$ cat config.mk
export PLATFORM = sky130hd
export DESIGN_NAME = dmem_responder
export DESIGN_NICKNAME = d
export VERILOG_FILES = /design/src/rtl/dmem_responder.sv
export SDC_FILE = /design/constraint.sdc
export NUM_CORES = 2
export LEC_CHECK = 0
export BUFFER_PORTS_ARGS = -buffer_cell sky130_fd_sc_hd__buf_4
export CAP_MARGIN = 20
export CORE_MARGIN = 2
export CORE_UTILIZATION = 35
export DETAILED_ROUTE_END_ITERATION = 16
export PLACE_DENSITY_LB_ADDON = 0.1
export SLEW_MARGIN = 40
export SYNTH_ARGS = -nofsm -noshare
export SYNTH_HDL_FRONTEND = slang
export SYNTH_SLANG_ARGS = --single-unit
$ cat constraint.sdc
create_clock -name clk -period 4.62 [get_ports clk]
set_input_delay 0.231 -clock clk [delete_from_list [all_inputs] [get_ports clk]]
set_output_delay 0.231 -clock clk [all_outputs]
set_load 0.02 [all_outputs]
$ cat src/rtl/dmem_responder.sv
// rtl/dmem_responder.sv - data-memory responder with fixed wait states and a one-cycle Ready pulse
// Flags misaligned, out-of-range and read+write requests; counts committed writes.
module dmem_responder #(
  parameter int unsigned DEPTH_WORDS = 64,
  parameter int unsigned WAIT_STATES = 2,
  parameter logic [31:0] BASE_ADDR   = 32'h0
) (
  input  logic        clk,
  input  logic        reset,
  input  logic        MemWrite,
  input  logic        MemRead,
  input  logic [31:0] DataAdr,
  input  logic [31:0] WriteData,
  output logic [31:0] ReadData,
  output logic        Ready,
  output logic        Err,
  output logic [15:0] WriteCount
);

  localparam int unsigned AW = (DEPTH_WORDS > 1) ? $clog2(DEPTH_WORDS) : 1;
  localparam logic [32:0] LIMIT = {1'b0, BASE_ADDR} + 33'(DEPTH_WORDS) * 33'd4;

  typedef enum logic [1:0] {S_IDLE, S_WAIT, S_RESP} state_t;

  state_t      state_q, state_d;
  logic [3:0]  cnt_q, cnt_d;
  logic        wr_q, wr_d;
  logic        rd_q, rd_d;
  logic [31:0] adr_q, adr_d;
  logic [31:0] wdata_q, wdata_d;
  logic        ready_q, ready_d;
  logic        err_q, err_d;
  logic [31:0] rdata_q, rdata_d;
  logic [15:0] wcount_q, wcount_d;

  logic [31:0] mem [DEPTH_WORDS];

  logic        cur_wr, cur_rd, cur_err, finish, mem_we;
  logic [31:0] cur_adr, cur_wdata, off;
  logic [AW-1:0] idx;
  logic        unused_off;

  // With zero wait states the request resolves on its acceptance edge, so the
  // live inputs stand in for the not-yet-latched request.
  always_comb begin
    cur_wr    = (state_q == S_IDLE) ? MemWrite  : wr_q;
    cur_rd    = (state_q == S_IDLE) ? MemRead   : rd_q;
    cur_adr   = (state_q == S_IDLE) ? DataAdr   : adr_q;
    cur_wdata = (state_q == S_IDLE) ? WriteData : wdata_q;
    off       = cur_adr - BASE_ADDR;
    idx       = off[AW+1:2];
    cur_err   = (cur_adr[1:0] != 2'b00) ||
                ({1'b0, cur_adr} < {1'b0, BASE_ADDR}) ||
                ({1'b0, cur_adr} >= LIMIT) ||
                (cur_wr && cur_rd);
  end

  assign unused_off = ^{off[31:AW+2], off[1:0]};

  always_comb begin
    state_d  = state_q;
    cnt_d    = cnt_q;
    wr_d     = wr_q;
    rd_d     = rd_q;
    adr_d    = adr_q;
    wdata_d  = wdata_q;
    ready_d  = 1'b0;
    err_d    = 1'b0;
    rdata_d  = rdata_q;
    wcount_d = wcount_q;
    finish   = 1'b0;
    mem_we   = 1'b0;

    case (state_q)
      S_IDLE: begin
        if (MemWrite || MemRead) begin
          wr_d    = MemWrite;
          rd_d    = MemRead;
          adr_d   = DataAdr;
          wdata_d = WriteData;
          if (WAIT_STATES == 0) begin
            state_d = S_RESP;
            finish  = 1'b1;
          end else begin
            state_d = S_WAIT;
            cnt_d   = 4'(WAIT_STATES);
          end
        end
      end
      S_WAIT: begin
        cnt_d = cnt_q - 4'd1;
        if (cnt_q == 4'd1) begin
          state_d = S_RESP;
          finish  = 1'b1;
        end
      end
      S_RESP: state_d = S_IDLE;
      default: state_d = S_IDLE;
    endcase

    // All response side effects happen on the edge entering RESP.
    if (finish) begin
      ready_d = 1'b1;
      err_d   = cur_err;
      if (cur_err) begin
        rdata_d = 32'h0;
      end else if (cur_wr) begin
        rdata_d = 32'h0;
        mem_we  = 1'b1;
        if (wcount_q != 16'hFFFF) wcount_d = wcount_q + 16'd1;
      end else begin
        rdata_d = mem[idx];
      end
    end
  end

  always_ff @(posedge clk) begin
    if (!reset) begin
      state_q  <= S_IDLE;
      cnt_q    <= 4'd0;
      wr_q     <= 1'b0;
      rd_q     <= 1'b0;
      adr_q    <= 32'h0;
      wdata_q  <= 32'h0;
      ready_q  <= 1'b0;
      err_q    <= 1'b0;
      rdata_q  <= 32'h0;
      wcount_q <= 16'h0;
    end else begin
      state_q  <= state_d;
      cnt_q    <= cnt_d;
      wr_q     <= wr_d;
      rd_q     <= rd_d;
      adr_q    <= adr_d;
      wdata_q  <= wdata_d;
      ready_q  <= ready_d;
      err_q    <= err_d;
      rdata_q  <= rdata_d;
      wcount_q <= wcount_d;
    end
  end

  // RAM is not cleared by reset; an edge with reset low drops the write.
  always_ff @(posedge clk) begin
    if (reset && mem_we) mem[idx] <= cur_wdata;
  end

  assign ReadData   = rdata_q;
  assign Ready      = ready_q;
  assign Err        = err_q;
  assign WriteCount = wcount_q;

endmodule
==> results.py <==
metrics = {
    "sta": {
        "tightest_slew_ps": 911,
        "clock.fmax_mhz": 234,
        "post-route-period-util_pct": 92.5,
        "setup_violations": 0,
        "min_period_ps": 4270,
        "setup_ws_ps": 348,
        "drv_slew": 0,
        "fin_skew_ps": 38.5,
        "hold_viol": 0,
        "setup-tns-final_ps": 0,
        "slew_headroom_pct": 39.2,
        "rsz0062_at_grt": "no",
    },
    "cts": {
        "clk_latency_ps": 900,
        "cts_tree": "built",
        "cts_buffers": 229,
        "h-tree-depth": 4,
        "cts_sinks": 2170,
        "clk_pin_slew_worst_paths_ps": 60,
        "cts_root_buffer": "clkbuf_16",
        "cts_resized": 0,
        "max-clock-path-buffers": 3,
    },
    "grt": {
        "grt_pass1_vias": 51583,
        "grt_pass1_wl_mm": 452,
        "grt_max_degree": 66,
        "antenna_found_initial": 19,
        "grt-ovfl-total": 0,
        "grt_use_total_pct": 27.7,
    },
    "placed_design": {
        "dp_hpwl_mm": 196,
        "pre_cts_slack_ps": 665,
        "gp_congestion": 0.829,
        "dp_cells": 8699,
        "numPortBuffers": 117,
    },
    "min_path": {
        "hold_end": "wdata_q[21]",
        "min_from": "WriteData[21]",
        "holdPathStages": 3,
        "hold_class": "primary input to register",
    },
    "die": {
        "pin_count": 118,
        "chipHeight_um": 488,
        "core_mm2": 0.233,
        "start_util_pct": 35.2,
        "fp.dieW_um": 488,
        "rows": 177,
        "die_area_mm2": 0.238,
    },
    "yosys": {
        "ys.flop_type": "edfxtp_1",
        "ys.warnings.count": 0,
        "synthDistinctLibCells": 74,
        "synth_area_mm2": 0.0820,
        "synth-edff-count": 2048,
        "syn-num-nets": 5514,
        "async_reset_ff_share_pct": 0,
        "yosysSeqAreaShare_pct": 78.0,
        "synth_area_per_cell_um2": 15.1,
        "synth_cells": 5443,
        "ys_ff_latch": 2170,
    },
    "critical_path": {
        "reg2regPathDepth": 11,
        "endpoint_kind": "register",
        "crit_buf_inv": 5,
        "worstPathRequired_ps": 5160,
        "arrival_ps": 4810,
        "r2r_slack_ps": 350,
        "critPathTopFamily": "buffers and inverters",
        "cpPeakStageDelay_ps": 590,
        "path_cells": "nor4_1 > buf_4 > nand4_1 > dlygate4sd3_1 > o22ai_1 > and3_1 > buf_4 > nand3_1 > buf_4 > nor2_4 > buf_12",
        "cpMaxStageDelayCell": "dlygate4sd3_1",
        "critPathLaunchType": "register",
        "worst-path-max-fanout": 26,
        "critPathMostFrequentCell": "buf_4",
        "worstReg2RegEnd": "mem[14][14]",
        "crit_type": "register to register",
        "rr_startpoint": "state_q[1]",
    },
    "power_and_ir_drop": {
        "p_seq_share_pct": 48.3,
        "power.density_mw_per_mm2": 461,
        "intPower_w": 0.0340,
        "net-switching-power_w": 0.0115,
        "p_comb_share_pct": 10.5,
        "power_leakage_nw": 32.4,
        "swShare_pct": 25.3,
        "power_w": 0.0455,
        "vdd_drop_max_uv": 362,
        "pwr-share-clk_pct": 41.1,
    },
    "route": {
        "wirelength_mm": 335,
        "vias": 54176,
        "drc": 0,
        "viasPerCell": 5.86,
        "routedWlPerCell_um": 36.2,
        "first_iter_violations": 6780,
        "ant_nets": 0,
        "dr.pass1.iters": 6,
    },
    "final_layout": {
        "final_layout_size_suffix_gt1_share_pct": 15.9,
        "num-nets-final": 5978,
        "mostFrequentLayoutCells": "edfxtp_1, nand2_1, buf_4, o22ai_1, a21oi_1",
        "final-seq-area_mm2": 0.0639,
        "instances_no_fill": 9249,
        "area_growth_pct": 20.4,
        "num-fill-cells": 20992,
        "mostFrequentLayoutCell": "edfxtp_1",
        "multi_input_area_mm2": 0.0173,
    },
    "job": {
        "maxCapViolations": 0,
    },
    "run_status": {
        "outcome": "completed",
    },
}
-- kinds of logic (layout without fill, tap and decap cells) --
kind of cell               count (synthesis)  in the layout  share of synthesized area (%)
adders and majority gates                  3              3                         0.0458
AOI/OAI and AO/OA                       1264           1264                           10.9
buffers and inverters                    373           1045                           2.12
and+or+nand+nor                         1545           1545                           7.95
xor gates and xnor gates                  13             13                          0.139
muxes                                     75             75                          0.925
other                                      0              2                              0
DFF                                     2170           2170                           78.0
-- state kept, by name, indices dropped and copies added, names as in the netlist --
register and flops:
Err 1, ReadData 32, Ready 1, WriteCount 16, adr_q 32, cnt_q 4, mem 2048, rd_q 1
state_q 2, wdata_q 32, wr_q 1
-- worst max path at each step --
stage / startpoint / to / slack (ps) / depth (start not counted)
floorplan: state_q[1] / mem[39][10] / 680 / 8
global placement: state_q[1] / ReadData[22] / 470 / 10
detailed placement: state_q[1] / ReadData[22] / 660 / 10
CTS: state_q[1] / mem[14][7] / 380 / 11
global route: state_q[1] / mem[14][6] / 230 / 11
finish: state_q[1] / mem[14][14] / 350 / 11
-- worst reg2reg max path, delay by kind of cell, from the launching register on --
family | cells | cell delay [ps]
buffers and inverters | 5 | 1700
and+or+nand+nor | 5 | 1520
DFF | 1 | 420
AOI/OAI and AO/OA | 1 | 240
-- per-layer routing --
metal | track usage, % | up-vias | part of all wire [%] | wire [µm]
li1 | - | 22348 | - | -
met1 | 39.3 | 28907 | 43 | 144000
met2 | 44.0 | 2482 | 47 | 156000
met3 | 4.65 | 437 | 7.8 | 26100
met4 | 7.30 | 2 | 2.7 | 9030
met5 | 0 | - | 0.0054 | 18
-- cell usage after synthesis (all sizes together), types with 8 or more instances --
master,instances,area (µm²)
nor3,34,170
a32o,62,621
inv,11,41.3
o31ai,46,350
nor4,34,213
o22ai,346,2160
o31a,10,87.6
o32ai,56,490
a31o,8,70.1
a32oi,151,1320
a211oi,20,150
nor2b,8,50.1
a22o,10,87.6
or3,17,106
xor2,8,70.1
mux2i,69,691
buf,255,1300
a31oi,108,676
nand3,146,731
and3,34,213
o2111ai,9,78.8
a21oi,240,1210
o41ai,11,96.3
a21boi,46,357
or4,22,165
nor2,136,513
o21ai,27,135
edfxtp,2048,61500
and2,19,119
a21o,8,60.1
o22a,52,455
dfxtp,122,2440
nand2,1063,4000
o221ai,15,131
nand4,13,81.3
clkbuf,107,402
-- stage by stage --
| stage | hold slack [ps] | utilization, % | instance area, µm² |
|---|---|---|---|
| 2_1_floorplan | 361 | - | 82000 |
| 3_3_place_gp | 447 | 38.6 | 89800 |
| 3_5_place_dp | 457 | 38.7 | 90000 |
| 4_1_cts | 92.0 | 42.4 | 98700 |
| 5_1_grt | 133 | 42.4 | 98800 |
| 6_report | 153 | 42.4 | 98800 |
-- power by group through the flow --
| stage | registers [W] | clock network (W) | logic (W) |
|---|---|---|---|
| floorplan | 0.0224 | 0 | 0.00223 |
| global placement | 0.0224 | 0 | 0.00460 |
| detailed placement | 0.0224 | 0 | 0.00465 |
| CTS | 0.0220 | 0.0190 | 0.00474 |
| global route | 0.0220 | 0.0197 | 0.00499 |
| finish | 0.0220 | 0.0187 | 0.00480 |
-- final cells by class --
| type | instances | area share (%) |
|---|---|---|
| inverters | 11 | 0.0418 |
| clock inverters | 117 | 1.25 |
| repair buffers | 595 | 6.03 |
| well taps | 3132 | 3.97 |
| flip-flops and latches | 2170 | 64.7 |
| clock buffers | 322 | 6.48 |
| diodes | 2 | 0.00507 |
| multi-input cells | 2900 | 17.5 |
-- what timing repair did --
action | 4_1_cts | 5_1_grt
setup buffers | 0 | 0
setup endpoints to repair | 0 | 0
hold buffers | 108 | 0
hold endpoints to repair | 73 | 0
Note: power is estimated with default switching activity, not from simulation.
